**config.mk**
```make
export PLATFORM = sky130hd
export DESIGN_NAME = converter_rx
export DESIGN_NICKNAME = d
export VERILOG_FILES = /design/src/rtl/converter_rx.sv
export SDC_FILE = /design/constraint.sdc
export NUM_CORES = 1
export LEC_CHECK = 0
export CAP_MARGIN = 40
export CORE_UTILIZATION = 50
export DETAILED_ROUTE_END_ITERATION = 10
export PLACE_DENSITY = 0.73
export SETUP_SLACK_MARGIN = 0.02
export SLEW_MARGIN = 15
export SYNTH_ARGS = -nofsm -noshare
export SYNTH_HDL_FRONTEND = slang
export SYNTH_SLANG_ARGS = --single-unit
```
**constraint.sdc**
```tcl
create_clock -name clk -period 7.1 [get_ports clk]
set_clock_uncertainty 0.1 [all_clocks]
set_input_delay 1.42 -clock clk [delete_from_list [all_inputs] [get_ports clk]]
set_output_delay 1.42 -clock clk [all_outputs]
set_load 0.1 [all_outputs]
```
**src/rtl/converter_rx.sv**
```systemverilog
// converter_rx: decodes one 80-bit block of eight 8B/10B symbols (one per clock) into a 66-bit block.
// Defining ERR_COUNT_EN adds the err_count port with a saturating errored-block counter.
module converter_rx #(
   parameter int unsigned N_SYM = 8,
   parameter int unsigned SYM_W = 10
`ifdef ERR_COUNT_EN
   ,parameter int unsigned ERR_CNT_W = 16
`endif
) (
   input  logic                     clk,
   input  logic                     rst,
   input  logic                     en,
   input  logic [N_SYM*SYM_W-1:0]   din_80b,
   output logic                     busy,
   output logic [N_SYM*8+1:0]       dout_66b,
   output logic                     dout_valid,
   output logic [N_SYM-1:0]         kout_mask,
   output logic                     code_err,
   output logic                     disp_err,
   output logic                     rd_out
`ifdef ERR_COUNT_EN
   ,output logic [ERR_CNT_W-1:0]    err_count
`endif
);

   localparam int unsigned PAY_W = N_SYM * 8;
   localparam int unsigned IN_W  = N_SYM * SYM_W;
   localparam int unsigned IDX_W = (N_SYM > 1) ? $clog2(N_SYM) : 1;

   typedef enum logic [1:0] {IDLE, DECODE, DONE} state_t;

   state_t             state;
   logic [IN_W-1:0]    blk;
   logic [IDX_W-1:0]   idx;
   logic [PAY_W-1:0]   pay_acc;
   logic [N_SYM-1:0]   k_acc;
   logic               code_acc;
   logic               disp_acc;

   // 5b/6b decode: {valid, EDCBA}
   function automatic logic [5:0] dec6(input logic [5:0] c);
      logic [5:0] r;
      r = 6'b0;
      case (c)
         6'b100111, 6'b011000: r = {1'b1, 5'd0};
         6'b011101, 6'b100010: r = {1'b1, 5'd1};
         6'b101101, 6'b010010: r = {1'b1, 5'd2};
         6'b110001:            r = {1'b1, 5'd3};
         6'b110101, 6'b001010: r = {1'b1, 5'd4};
         6'b101001:            r = {1'b1, 5'd5};
         6'b011001:            r = {1'b1, 5'd6};
         6'b111000, 6'b000111: r = {1'b1, 5'd7};
         6'b111001, 6'b000110: r = {1'b1, 5'd8};
         6'b100101:            r = {1'b1, 5'd9};
         6'b010101:            r = {1'b1, 5'd10};
         6'b110100:            r = {1'b1, 5'd11};
         6'b001101:            r = {1'b1, 5'd12};
         6'b101100:            r = {1'b1, 5'd13};
         6'b011100:            r = {1'b1, 5'd14};
         6'b010111, 6'b101000: r = {1'b1, 5'd15};
         6'b011011, 6'b100100: r = {1'b1, 5'd16};
         6'b100011:            r = {1'b1, 5'd17};
         6'b010011:            r = {1'b1, 5'd18};
         6'b110010:            r = {1'b1, 5'd19};
         6'b001011:            r = {1'b1, 5'd20};
         6'b101010:            r = {1'b1, 5'd21};
         6'b011010:            r = {1'b1, 5'd22};
         6'b111010, 6'b000101: r = {1'b1, 5'd23};
         6'b110011, 6'b001100: r = {1'b1, 5'd24};
         6'b100110:            r = {1'b1, 5'd25};
         6'b010110:            r = {1'b1, 5'd26};
         6'b110110, 6'b001001: r = {1'b1, 5'd27};
         6'b001110:            r = {1'b1, 5'd28};
         6'b101110, 6'b010001: r = {1'b1, 5'd29};
         6'b011110, 6'b100001: r = {1'b1, 5'd30};
         6'b101011, 6'b010100: r = {1'b1, 5'd31};
         default:              r = 6'b0;
      endcase
      return r;
   endfunction

   // 3b/4b decode: {valid, HGF}; primary and alternate .7 both accepted
   function automatic logic [3:0] dec4(input logic [3:0] c);
      logic [3:0] r;
      r = 4'b0;
      case (c)
         4'b1011, 4'b0100:                   r = {1'b1, 3'd0};
         4'b1001:                            r = {1'b1, 3'd1};
         4'b0101:                            r = {1'b1, 3'd2};
         4'b1100, 4'b0011:                   r = {1'b1, 3'd3};
         4'b1101, 4'b0010:                   r = {1'b1, 3'd4};
         4'b1010:                            r = {1'b1, 3'd5};
         4'b0110:                            r = {1'b1, 3'd6};
         4'b1110, 4'b0001, 4'b0111, 4'b1000: r = {1'b1, 3'd7};
         default:                            r = 4'b0;
      endcase
      return r;
   endfunction

   logic [5:0]       sym6, r6;
   logic [3:0]       sym4, f4, r4;
   logic [2:0]       ones6, ones4;
   logic             k28, a7, sym_ok, sym_k, sym_derr, rd_mid, rd_nxt;
   logic [7:0]       sym_byte;
   logic [PAY_W-1:0] pay_nxt;
   logic [N_SYM-1:0] k_nxt;
   logic             code_nxt, disp_nxt;
   logic [1:0]       sync_nxt;

   // Decode the current symbol and fold it into the block accumulators
   always_comb begin
      sym6 = blk[SYM_W-1:SYM_W-6];
      sym4 = blk[3:0];
      k28  = (sym6 == 6'b001111) || (sym6 == 6'b110000);
      r6   = k28 ? {1'b1, 5'd28} : dec6(sym6);
      // K28 in its RD+ form carries an inverted 4b group
      f4   = (sym6 == 6'b110000) ? ~sym4 : sym4;
      r4   = dec4(f4);
      a7   = (sym4 == 4'b0111) || (sym4 == 4'b1000);
      sym_ok   = r6[5] & r4[3];
      sym_k    = sym_ok & (k28 | (a7 & ((r6[4:0] == 5'd23) || (r6[4:0] == 5'd27) ||
                                        (r6[4:0] == 5'd29) || (r6[4:0] == 5'd30))));
      sym_byte = sym_ok ? {r4[2:0], r6[4:0]} : 8'h00;
      ones6    = 3'($countones(sym6));
      ones4    = 3'($countones(sym4));
      sym_derr = 1'b0;
      rd_mid   = rd_out;
      if (ones6 == 3'd4) begin
         sym_derr = rd_out;
         rd_mid   = 1'b1;
      end else if (ones6 == 3'd2) begin
         sym_derr = ~rd_out;
         rd_mid   = 1'b0;
      end
      rd_nxt = rd_mid;
      if (ones4 == 3'd3) begin
         sym_derr = sym_derr | rd_mid;
         rd_nxt   = 1'b1;
      end else if (ones4 == 3'd1) begin
         sym_derr = sym_derr | ~rd_mid;
         rd_nxt   = 1'b0;
      end
      if (!sym_ok) begin
         sym_derr = 1'b0;
         rd_nxt   = rd_out;
      end
      pay_nxt  = {sym_byte, pay_acc[PAY_W-1:8]};
      k_nxt    = {sym_k, k_acc[N_SYM-1:1]};
      code_nxt = code_acc | ~sym_ok;
      disp_nxt = disp_acc | sym_derr;
      sync_nxt = code_nxt ? 2'b11 : ((|k_nxt) ? 2'b10 : 2'b01);
   end

   always_ff @(posedge clk or negedge rst) begin
      if (!rst) begin
         state      <= IDLE;
         blk        <= '0;
         idx        <= '0;
         pay_acc    <= '0;
         k_acc      <= '0;
         code_acc   <= 1'b0;
         disp_acc   <= 1'b0;
         busy       <= 1'b0;
         dout_66b   <= '0;
         dout_valid <= 1'b0;
         kout_mask  <= '0;
         code_err   <= 1'b0;
         disp_err   <= 1'b0;
         rd_out     <= 1'b0;
`ifdef ERR_COUNT_EN
         err_count  <= '0;
`endif
      end else begin
         dout_valid <= 1'b0;
         case (state)
            IDLE: begin
               if (en) begin
                  blk      <= din_80b;
                  idx      <= '0;
                  pay_acc  <= '0;
                  k_acc    <= '0;
                  code_acc <= 1'b0;
                  disp_acc <= 1'b0;
                  busy     <= 1'b1;
                  state    <= DECODE;
               end
            end
            DECODE: begin
               blk      <= blk >> SYM_W;
               idx      <= idx + IDX_W'(1);
               rd_out   <= rd_nxt;
               pay_acc  <= pay_nxt;
               k_acc    <= k_nxt;
               code_acc <= code_nxt;
               disp_acc <= disp_nxt;
               if (idx == IDX_W'(N_SYM - 1)) begin
                  dout_66b   <= {sync_nxt, pay_nxt};
                  kout_mask  <= k_nxt;
                  code_err   <= code_nxt;
                  disp_err   <= disp_nxt;
                  dout_valid <= 1'b1;
                  state      <= DONE;
`ifdef ERR_COUNT_EN
                  if ((code_nxt | disp_nxt) && (err_count != '1))
                     err_count <= err_count + ERR_CNT_W'(1);
`endif
               end
            end
            DONE: begin
               busy  <= 1'b0;
               state <= IDLE;
            end
            default: state <= IDLE;
         endcase
      end
   end

endmodule

```
==> impl.org, run 1 <==
** Detailed routing
- The highest metal layer carrying signal wires in the routed design is met4.
- Met3 routed WL :: 1.796 mm
- Antenna-violating nets left :: 0
- DRC errors left :: 0
- Iter 0 DRT Violations :: 544
- Total length of routed wires :: 25.95 mm
- Detailed-route wire length on metal 1 :: roughly 11 mm
- The first detailed-routing pass took 7 iterations.
- Detailed routing inserted a total of around 8000 vias.
- Summed over all nets, wire length on met2 after detailed routing comes to around 13 mm.
- In the routed layout, each cell is associated on average with a via count of 5.475.
- After detailed routing, the average wire length per cell comes to 17.30 um.

** Min path
- The min-delay analysis places its worst path in the category flip-flop to flip-flop.
- Min-Delay Startpoint :: dout_66b[55]$_DFFE_PN0P_

** Timing
- Worst rel slew slack :: 37.71%
- F_max :: approximately 290 MHz
- The total count of hold-check failures in the final report is 0.
- Post-route fraction of the period consumed by the critical path :: 49.21%
- Summed over all failing endpoints, the final setup total negative slack is 0 ns.
- Shortest clock period the worst path allows after layout :: about 3.5 ns
- Number of max-slew violations in the final report :: 0
- Unrepaired setup endpoints after global routing :: false
- Final hold analysis gives a worst-case slack of 0.3740 ns.
- Transition at the pin with the smallest max-transition slack :: 0.9344 ns
- Setup violations remaining at the end of the flow were counted as 0.

** Floorplan
- In this run the horizontal extent of the chip is approximately 150 um.
- Area of the die :: 21060 sq um
- Num ports :: approximately 160
- Once the floorplan was initialized, standard cells occupied 51.77% of the core.
- In this run the core area contains 51 standard-cell rows.
- The floorplan step defined a core boundary enclosing 19780 sq um.
- Measured along the y axis, the die boundary spans 145.1 um.

** Clock tree
- Counting the buffers created by CTS gives 24.
- Post-CTS Hold Buffers :: 0
- Clock H-tree levels :: 1
- Buffers added to address setup during post-CTS repair amount to 0.
- Root buffer cell :: clkbuf_16
- After clock tree synthesis, the clock-pin slew on the worst setup and hold paths is 0.06 ns.
- The clock net in this run drives a total of 229 sinks.
- Source-to-sink clock delay at the later pin of the worst-skew pair :: 0.52 ns
- The clock passes through at most 3 buffers.
- TritonCTS built the clock tree.
- After clock tree synthesis, the repair step resized 0 gates.

** Power
- Overall power consumption after layout is estimated at 7.678 mW.
- Clock power share :: 18.3%
- Areal power density over the cells :: 541.3 nW/um^2
- Worst-case vdd ir drop :: between 0.0002 and 0.00025 V
- Per report_power, the sequential group accounts for between 20 and 30% of the total.
- In this run switching power makes up 44.89% of total power.
- Internal power consumption :: 4.231 mW
- Leakage dissipation :: about 6.6 nW
- Sw Pwr :: about 3.4 mW
- Of the total power, combinational logic draws 52.4%.

** Setup path
- Worst r2r src :: blk[5]$_DFFE_PN0P_
- Kind of end point of the critical path :: flip-flop
- The largest single stage delay on the critical path is 0.57 ns.
- CP delay by family, top :: adder cells
- Of all nets on the critical path, the largest fanout is 12.
- Walking the worst path, the cells encountered are fa_1 > inv_1 > fa_1 > inv_1 > ha_1 > inv_1 > fa_1 > o21ai_0 > o21ai_0 > xnor2_1 > o2bb2ai_1 > a21oi_1 > o21ai_0.
- The critical path starts at blk[5]$_DFFE_PN0P_.
- For the worst setup path, the data arrival time is 3.76 ns.
- Among all stages on the critical path, the largest delay is contributed by fa_1.
- Type of the worst setup path :: flip-flop to flip-flop
- The critical path contains buffers and inverters numbering 3 combined.
- For the worst setup path, the data required time is roughly 7.4 ns.
- The worst setup path is launched from a flip-flop.

** Synth
- Counting distinct cell types in the post-synthesis netlist gives 67.
- The Yosys step of the flow raised 0 warnings.
- Total nets after synthesis :: ~1100
- Netlist Area Pre-Place :: 10240 sq um
- Share of synthesized registers carrying an async set or reset :: 100.0%
- The most used flip-flop cell after synthesis is dfrtp_1.
- Number of synthesized flops with an enable pin :: 0
- In this run the mean area of a mapped cell was 10.12 sq um.
- The synthesized design contains 229 register bits.
- Register area share after synthesis :: 55.96%
- Synthesis produced a netlist whose cell count is approximately 1000.

** Finish
- Cells fill 71.71% of the core in the end.
- Post-layout net count :: between 1000 and 1500
- Summing all multi-input logic gate instances after layout gives around 4200 sq um.
- Fillcell total :: 1373
- From synthesis to final layout, the design area changed by 38.51%.
- Number of inserted diodes :: 0
- In the final layout, the share of cells above drive strength 1 is 12.06%.
- Sequential cell area :: around 5700 sq um

** Place
- HPWL after DPL :: 17.50 mm
- Number of port buffers :: approximately 160
- Routability cong. :: 0.8458

** Global route
- The number of global-route vias before repair is 8187.
- GRT Util Overall :: between 20% and 30%
- Entering global routing, the biggest net connects 126 pins.
- The number of antenna violations at the first check in global routing was 1.
- The first global-routing pass estimated around 43 mm of wire.
- Overall overflow remaining after global route :: 0

** Run
- Number of maximum-capacitance violations :: 0

** Status
- The run finished with clean final reports.
power by group through the flow:
| stage | logic, mW | registers, mW | clock network [mW] |
|---|---|---|---|
| final | 4.02 | 2.25 | 1.40 |
| after CTS | 4.02 | 2.27 | 1.43 |
| after floorplan | 1.72 | 3.15 | 0 |
| after detailed placement | 4.00 | 2.28 | 0 |
| after global placement | 3.35 | 2.29 | 0 |
| after global routing | 4.32 | 2.32 | 1.48 |
placed cells by master (no fill, tap or decap), types with 2 or more instances in the layout:
| cell | n |
|---|---|
| nand2_1 | 298 |
| dfrtp_1 | 229 |
| clkdlybuf4s50_1 | 160 |
| o21ai_0 | 93 |
| buf_8 | 76 |
| mux2i_1 | 75 |
| a22o_1 | 69 |
| clkbuf_16 | 24 |
| inv_1 | 20 |
| nor2_1 | 20 |
| a21oi_1 | 14 |
| ha_1 | 13 |
| buf_4 | 9 |
| clkbuf_8 | 8 |
| nand3_1 | 7 |
| nand2b_1 | 7 |
| nor3_1 | 6 |
| buf_16 | 6 |
| o22ai_1 | 5 |
| bufinv_16 | 5 |
| and3_1 | 4 |
| nor3b_1 | 4 |
| o31ai_1 | 4 |
| fa_1 | 4 |
| o211ai_1 | 3 |
| a31oi_1 | 3 |
| nor2b_1 | 3 |
| o21ai_1 | 3 |
| o21bai_1 | 3 |
| clkinv_2 | 3 |
| nand4_1 | 2 |
| a22oi_1 | 2 |
| a211oi_1 | 2 |
| o32a_1 | 2 |
| o221ai_1 | 2 |
| mux2_2 | 2 |
| o32ai_1 | 2 |
| a32o_1 | 2 |
| clkbuf_1 | 2 |
synth_stat cells, types with 4 or more instances:
cell type  count  area, sq um
ha_1          13        162.7
o21ai_0       93        465.5
nor2_1        21        78.83
nor3b_1        4        30.03
a22o_1        69        604.3
nand2b_1       8        50.05
o22ai_1        5        31.28
o21bai_1       4        30.03
nand2_1      299         1122
fa_1           4        80.08
inv_1         20        75.07
nor3_1         7        35.03
and3_1         4        25.02
clkbuf_1      56        210.2
nand3_1        7        35.03
a21oi_1       14        70.07
buf_2          9        45.04
dfrtp_1      229         5731
o31ai_1        4        30.03
mux2i_1       75        750.7
metal layers:
| layer | global-route usage, % | vias up |
|---|---|---|
| met1 | 32.19 | 3987 |
| met3 | 5.723 | 45 |
| li1 | - | 3902 |
| met5 | 0 | - |
| met4 | 7.737 | 0 |
| met2 | 41.90 | 279 |
worst paths after layout:
| path | end | slack, ns | cells after the start |
|---|---|---|---|
| worst max-delay path | disp_err$_DFFE_PN0P_ | 3.61 | 13 |
| worst min-delay path | dout_66b[55]$_DFFE_PN0P_ | 0.37 | 2 |
| worst max register to register | disp_err$_DFFE_PN0P_ | 3.61 | 13 |
| worst min register to register | dout_66b[55]$_DFFE_PN0P_ | 0.37 | 2 |
| max in group asynchronous | blk[68]$_DFFE_PN0P_ | 4.71 | 2 |
| min in group asynchronous | pay_acc[10]$_DFFE_PN0P_ | 0.87 | 1 |
sequential cells by signal, summed over array words and instances (netlist names):
name and flops:
pay_acc 56, blk 80, busy 1, disp_err 1
code_acc 1, dout_valid 1, idx 3, disp_acc 1
kout_mask 8, k_acc 7, state 2, code_err 1
dout_66b 66, rd_out 1
final cells by class:
cell class | count | area share (%)
flip-flops and latches | 229 | 40.40
multi-input cells | 690 | 29.31
repair buffers | 252 | 21.05
clock buffers | 34 | 5.063
well taps | 265 | 2.337
clock inverters | 9 | 1.279
inverters | 21 | 0.5557
worst register-to-register path: cells and delay by family (launching register included):
kind	cells	cell delay, ns
adders and majority gates	4	1.70
AOI/OAI and AO/OA	5	0.72
DFF	1	0.54
buffers and inverters	3	0.15
xor gates and xnor gates	1	0.14
logic make-up (layout without fill, tap and decap cells):
family	Yosys count	after routing	share of synthesized area, %
flip-flops	229	229	55.96
buffers and inverters	93	316	3.775
AO/OA/AOI/OAI	226	226	15.20
XOR/XNOR	1	1	0.08554
adder cells (fa/ha/maj)	18	18	2.468
AND/OR/NAND/NOR	368	368	14.97
multiplexers	77	77	7.550
per-stage QoR:
| step | area (sq um) | cells | setup WS, ns |
|---|---|---|---|
| 2_1_floorplan | 10240 | 1012 | 3.906 |
| 3_3_place_gp | 11980 | 1374 | 3.203 |
| 3_5_place_dp | 13250 | 1455 | 3.165 |
| 4_1_cts | 14150 | 1498 | 3.545 |
| 5_1_grt | 14180 | 1500 | 3.314 |
| 6_report | 14180 | 1500 | 3.606 |
No activity file was read; power rests on OpenSTA's default activity.
==> inputs of run 2 (changes only) <==
--- a/config.mk
+++ b/config.mk
@@ -6,9 +6,9 @@
 export NUM_CORES = 1
 export LEC_CHECK = 0
 export CAP_MARGIN = 40
-export CORE_UTILIZATION = 50
+export CORE_UTILIZATION = 49
 export DETAILED_ROUTE_END_ITERATION = 10
-export PLACE_DENSITY = 0.73
+export PLACE_DENSITY = 0.75
 export SETUP_SLACK_MARGIN = 0.02
 export SLEW_MARGIN = 15
 export SYNTH_ARGS = -nofsm -noshare
==> constraint.sdc (replaced) <==
create_clock -name clk -period 3.05 [get_ports clk]
set_clock_uncertainty 0.1 [all_clocks]
set_input_delay 0.61 -clock clk [delete_from_list [all_inputs] [get_ports clk]]
set_output_delay 0.61 -clock clk [all_outputs]
set_load 0.1 [all_outputs]
==> impl.org, run 2 (same netlist as run 1, synthesis figures left out) <==
** Status
- Run status :: finished, violations left
- Violated checks :: setup timing

** Finish
- Max FFs per register :: 80
- Post-layout net count :: ~1300
- Layout cell share with drive strength beyond 1 :: 15.21%
- Summing all non-filler instances in the final layout gives an area of 12970 sq um.
- Counting flops per register, the top entry is blk.
- The number of antenna diodes in the final layout is 0.
- The area growth from synthesis to layout is 26.63%.
- The largest registers in the layout are blk x80, dout_66b x66, pay_acc x56.
- In the layout the commonest cells are nand2_1, dfrtp_1, buf_4, o21ai_0, clkdlybuf4s50_1.
- Leaving out fill and tap cells, the most frequent cell in the layout is nand2_1.
- Fillcell total :: ~1600

** Setup path
- Data on the critical path is required at its endpoint by between 3 and 4 ns.
- Kind of end point of the critical path :: flip-flop
- Arrival time worst endpoint :: 3.48 ns
- Setup slack of the worst register-to-register path :: -0.12 ns
- The worst setup path is launched from a flip-flop.
- In this run the worst path has a maximum fanout of 4.
- The critical path is of the flip-flop to flip-flop type.
- Depth of the worst register-to-register path :: 13
- The endpoint identified for the worst register-to-register timing path is disp_err$_DFFE_PN0P_.
- Worst r2r src :: blk[7]$_DFFE_PN0P_

** Place
- HPWL after DPL :: approximately 16 mm
- Summing all placed instances gives a cell area of between 10000 and 15000 sq um.
- Routability cong. :: 0.8161
- In this run the tool buffered the top-level ports with 161 buffer cells.

** Clock tree
- Clock tree synthesis found a total of between 200 and 250 sinks.
- CTS max path bufs :: 3
- The number of clock buffers added by TritonCTS is 26.
- CTS built an H-tree with a depth of 1.
- After clock tree synthesis, the clock-pin slew on the worst setup and hold paths is 0.06 ns.
- At the later pin of the worst-skew pair, clock insertion delay measures 0.53 ns.
- Clock tree from TritonCTS :: done
- CTS placed an instance of clkbuf_16 at the clock tree root.

** Min path
- Hold depth :: 2
- End point of the most critical hold path :: dout_66b[13]$_DFFE_PN0P_
- Min-Delay Startpoint :: dout_66b[13]$_DFFE_PN0P_
- Hold Path Class :: flip-flop to flip-flop

** Detailed routing
- Across all layers, the routed design uses slightly below 8000 vias.
- Wire length per cell after detailed routing :: 16.57 um
- Number of vias per cell after detailed routing :: 5.401
- For this run, the detailed router's first-pass iteration total came to 5.
- The count of nets left with antenna violations once routing finished came out at 0.
- DRC errors left :: 0
- Total length of routed wires :: 23.98 mm
- Iter 0 DRT Violations :: 469

** Power
- Sw Pwr :: 7.895 mW
- Leakage dissipation :: 6.222 nW
- Net switching fraction of the power :: 46.57%
- The clock network is responsible for 18.9% of the overall power.
- Share of total power in combinational logic :: 50.7%
- Total power for the finished layout comes to 16.95 mW.
- The internal power of the cells totals around 9.1 mW.
- Areal power density over the cells :: 1307 nW/um^2
- Sequential share of power :: just over 30%
- The worst-case IR drop observed on VDD is 0.0007149 V.

** Global route
- Most Crowded Layer GR :: met2
- The number of antenna violations at the first check in global routing was 0.
- Vias in the first global route :: slightly below 8000
- For this run, global-route usage on met3 was measured as 5.906%.
- Met2 Track Usage GR :: 36.57%
- Entering global routing, the biggest net connects 130 pins.
- Overall overflow remaining after global route :: 0
- In the global route stage, overall resource usage came out at a little under a quarter.
- First-pass GRT wire length :: 39.44 mm
- Global routing used 30.67% of the available met1 tracks.

** Floorplan
- Area of the die :: 21480 sq um
- Starting utilization of the core area :: 50.29%
- Die W :: 146.6 um
- Chip height :: 146.6 um
- The core region is 20360 sq um.
- 162 I/O pins were placed.
- The initialized floorplan defines 52 standard-cell rows.

** Timing
- Post-route fraction of the period consumed by the critical path :: 104.0%
- Unrepaired setup endpoints after global routing :: true
- Aggregate negative setup slack :: -0.2331 ns
- Min setup slack post-route :: -0.1230 ns
- Final count of hold timing violations :: 0
- Headroom to the max-slew limit came out at 47.07%.
- Timing would allow up to 315.2 MHz.
- Setup violations remaining at the end of the flow were counted as 2.
- Number of max-slew violations in the final report :: 0
- Transition at the pin with the smallest max-transition slack :: 0.7940 ns
- The smallest clock period supported by the final layout is computed as 3.173 ns.

** Run
- Across the run, the number of max-cap violations was 0.
-- run 2: cell types whose count changed in the layout (fill, tap and decap cells not counted), moves of 5 or more --
cell / delta
buf_12: +6
buf_4: +91
o21ai_0: -5
clkdlybuf4s50_1: -79
buf_8: -75
buf_16: -6
-- run 2: critical path, cell delays in order (launching register included) --
cell	delay (ns)
dfrtp_1	0.40
fa_1	0.56
inv_2	0.05
fa_1	0.43
inv_1	0.07
ha_2	0.16
inv_2	0.04
fa_2	0.58
a21oi_2	0.08
o21ai_2	0.14
xnor2_1	0.08
o2bb2ai_1	0.13
a21oi_1	0.18
o21ai_1	0.08
-- run 2: what timing repair did --
action,4_1_cts,5_1_grt
gates resized for setup,5,13
setup buffers,1,1
endpoints found under the hold margin,25,0
hold buffers,1,0
endpoints found under the setup margin,2,7
pin swaps,2,4
-- run 2: how the worst max path moves through the flow --
stage          slack [ns]  depth (start not counted)                    to               start
3_3_place_gp        -0.10                         13  disp_err$_DFFE_PN0P_  blk[7]$_DFFE_PN0P_
5_1_grt             -0.26                         13  disp_err$_DFFE_PN0P_  blk[7]$_DFFE_PN0P_
3_5_place_dp        -0.17                         13  disp_err$_DFFE_PN0P_  blk[7]$_DFFE_PN0P_
6_report            -0.12                         13  disp_err$_DFFE_PN0P_  blk[7]$_DFFE_PN0P_
2_1_floorplan       -0.04                         13  disp_err$_DFFE_PN0P_  blk[4]$_DFFE_PN0P_
4_1_cts             -0.12                         13  disp_err$_DFFE_PN0P_  blk[7]$_DFFE_PN0P_
-- run 2: stage by stage --
| stage | instances | hold WS (ns) | setup WS [ns] | utilization, % |
|---|---|---|---|---|
| finish | 1447 | 0.3731 | -0.1230 | 63.68 |
| global route | 1447 | 0.3969 | -0.2649 | 63.68 |
| CTS | 1446 | 0.3795 | -0.1173 | 63.42 |
| detailed placement | 1397 | 0.3646 | -0.1684 | 58.88 |
| global placement | 1397 | 0.3577 | -0.1001 | 58.88 |
| floorplan | 1012 | 0.2144 | -0.03647 | - |
-- run 2: final cells by class --
type | instances | area, sq um | share of cell area (%)
clock buffer | 37 | 763.2 | 5.885
inverter | 21 | 78.83 | 0.6078
tap | 270 | 337.8 | 2.605
clock inverter | 10 | 136.4 | 1.052
sequential | 229 | 5732 | 44.20
multi-input combinational | 690 | 4203 | 32.41
timing repair buffer | 190 | 1718 | 13.25
-- run 2: power groups by stage --
stage / sequential [mW] / combinational, mW / clock, mW
2_1_floorplan: 7.33 / 4.01 / 0
3_3_place_gp: 5.15 / 8.06 / 0
3_5_place_dp: 5.18 / 8.22 / 0
4_1_cts: 5.15 / 8.36 / 3.26
5_1_grt: 5.30 / 9.26 / 3.40
6_report: 5.15 / 8.60 / 3.21
-- run 2: metal layers --
| layer | vias up | wire length, um |
|---|---|---|
| li1 | 3784 | - |
| met1 | 3751 | 10540 |
| met2 | 244 | 11190 |
| met3 | 36 | 1752 |
| met4 | 0 | 496 |
| met5 | - | 0 |
==> inputs of run 3 (changes only) <==
==> constraint.sdc (replaced) <==
create_clock -name clk -period 2.75 [get_ports clk]
set_clock_uncertainty 0.1 [all_clocks]
set_input_delay 0.55 -clock clk [delete_from_list [all_inputs] [get_ports clk]]
set_output_delay 0.55 -clock clk [all_outputs]
set_load 0.1 [all_outputs]
==> impl.org, run 3 (same netlist as run 1, synthesis figures left out) <==
** Status
- The run finished, with violations left.
- Violated checks :: setup timing

** Detailed routing
- The count of nets left with antenna violations once routing finished came out at 0.
- Using the TritonRoute via totals, the vias-per-cell ratio works out to 5.423.
- Dividing the detail-routed wire length by the instance count gives 16.79 um.
- The pre-antenna-repair detailed-routing pass consisted of 5 iterations.
- After the first detailed-routing iteration, the DRC count stood at 448.
- In the routed design, unresolved DRC markers number 0.
- DR vias :: 7923
- The final layout contains routed wiring with a total length of 24.53 mm.

** Power
- PnR Total Power :: 18.84 mW
- Areal power density over the cells :: 1444 nW/um^2
- In this run the static leakage power is 6.250 nW.
- Worst-case vdd ir drop :: 0.0006250 V

** Timing
- Based on the critical path, the design can be clocked at up to 313.6 MHz.
- Final count of hold timing violations :: 0
- Setup repair after global routing could not meet its margin everywhere.
- Shortest clock period the worst path allows after layout :: 3.189 ns
- Setup Viol. Count Final :: 3
- Adding up every negative setup slack in the final design gives -1.069 ns.
- In this run the tightest slew margin relative to its limit is about 43%.
- The worst path uses 116.0% of the clock period.
- For the pin with the worst max-slew slack, the measured transition is 0.8518 ns.
- Min setup slack post-route :: -0.4386 ns
- The final-report max-slew violation count came to 0.
- Hold is met by 0.3717 ns.

** Finish
- In the final design database the tool counted between 1000 and 1500 nets.
- Compared with the post-synthesis result, the final layout area differs by 27.39%.
- Of the cells placed in the final design, the portion with a size suffix greater than 1 is between 15 and 20%.
- In the final layout, the registers with the most flip-flops are blk x80, dout_66b x66, pay_acc x56.
- The library cells used most frequently in the layout, excluding fill and tap cells, are nand2_1, dfrtp_1, buf_4, o21ai_0, clkdlybuf4s50_1.
- Register with the most flip-flops :: blk
- Number of inserted diodes :: 0
- Max FFs per register :: 80
- Most common cell after layout, fill and taps aside :: nand2_1

** Global route
- Number of antenna violations at the first check in global routing :: 0
- The number of global-route vias before repair was about 8000.
- First-pass GRT wire length :: a little over 40 mm
- Maximum number of pins on one net before global-route repair :: between 100 and 150
- GRT Util Overall :: 23.42%
- For this run the aggregate overflow at the end of global routing stands at 0.

** Setup path
- STA classifies the critical path startpoint as a flip-flop.
- CP required :: approximately 3.0 ns
- The startpoint identified for the worst register-to-register timing path is blk[7]$_DFFE_PN0P_.
- The critical path is of the flip-flop to flip-flop type.
- STA puts the critical path data arrival time at about 3.5 ns.
- Crit path from :: blk[7]$_DFFE_PN0P_
- Kind of end point of the critical path :: flip-flop
- Largest fanout of any net on the critical path :: 3

** Place
- Buffers placed on the I/O ports in this run total 161.
- Summed over all nets, the half-perimeter wirelength after detailed placement is around 16 mm.
- Routability cong. :: between 0.8 and 0.9

** Clock tree
- Clock H-tree levels :: 1
- TritonCTS created 25 clock buffers.
- Clk sink count :: about 230
- Clock tree from TritonCTS :: done
- Source-to-sink clock delay at the later pin of the worst-skew pair :: roughly 0.5 ns
- The longest clock path from root to sink contains 3 buffers.
- Root buffer cell :: clkbuf_16
- Clock Pin Slew Worst Setup and Hold Paths :: 0.06 ns

** Floorplan
- Measured along the y axis, the die boundary spans 146.6 um.
- In this run the horizontal extent of the chip is 146.6 um.
- In this run the core area contains 52 standard-cell rows.
- Num ports :: 162
- Placeable core region :: 20360 sq um
- The floorplan step defined a die boundary enclosing 21480 sq um.
- Starting utilization of the core area :: approximately half

** Min path
- In this run the worst hold path is classified as flip-flop to flip-flop.
- Min-Delay Startpoint :: kout_mask[0]$_DFFE_PN0P_

** Run
- Number of maximum-capacitance violations :: 0
run 3: critical path, cell delays in order, from the launching register on:
cell	delay, ns
dfrtp_1	0.40
fa_1	0.54
inv_1	0.05
fa_1	0.44
inv_1	0.07
ha_2	0.17
inv_2	0.04
fa_2	0.58
a21oi_2	0.08
o21ai_2	0.14
xnor2_1	0.08
o2bb2ai_1	0.12
a21oi_1	0.18
o21ai_1	0.08
run 3: timing repair:
action	4_1_cts	5_1_grt
hold buffers	1	0
hold endpoints to repair	53	0
pin swaps	3	6
endpoints found under the setup margin	7	7
gates resized for setup	9	21
setup buffers	1	4
run 3: report_power, final:
part	total, mW	internal [mW]	switching (mW)
registers	5.69	4.68	1.00
logic	10.0	3.51	6.53
clock network	3.11	1.83	1.29
run 3: per-layer routing:
metal | track usage (%) | up-vias | wire (um)
met5 | 0 | - | 0
met4 | 5.365 | 0 | 444
met3 | 5.406 | 33 | 1589
met2 | 38.83 | 231 | 11750
met1 | 31.34 | 3853 | 10740
li1 | - | 3806 | -
run 3: layout make-up:
class | count | area (sq um)
fill | 1665 | 7318
sequential | 229 | 5733
multi-input combinational | 690 | 4258
timing repair buffer | 209 | 1881
clock buffer | 38 | 734.5
tap | 270 | 337.8
inverter | 21 | 78.83
clock inverter | 4 | 23.77
run 3: worst paths after layout:
| kind | cells after the start | to | slack [ns] |
|---|---|---|---|
| worst max-delay path | 13 | disp_err$_DFFE_PN0P_ | -0.44 |
| worst min-delay path | 2 | kout_mask[0]$_DFFE_PN0P_ | 0.37 |
| worst max register to register | 13 | disp_err$_DFFE_PN0P_ | -0.44 |
| worst min register to register | 2 | kout_mask[0]$_DFFE_PN0P_ | 0.37 |
| max in group asynchronous | 3 | pay_acc[44]$_DFFE_PN0P_ | 1.29 |
| min in group asynchronous | 2 | blk[6]$_DFFE_PN0P_ | 0.45 |
run 3: through the flow:
| step | instance area, sq um | setup WS (ns) | utilization, % | std cells |
|---|---|---|---|---|
| after detailed placement | 12130 | -0.4681 | 59.58 | 1413 |
| after global routing | 13050 | -0.5664 | 64.06 | 1461 |
| after CTS | 12930 | -0.4636 | 63.51 | 1457 |
| final | 13050 | -0.4386 | 64.06 | 1461 |
| after floorplan | 10250 | -0.3364 | - | 1012 |
| after global placement | 12130 | -0.3748 | 59.58 | 1413 |
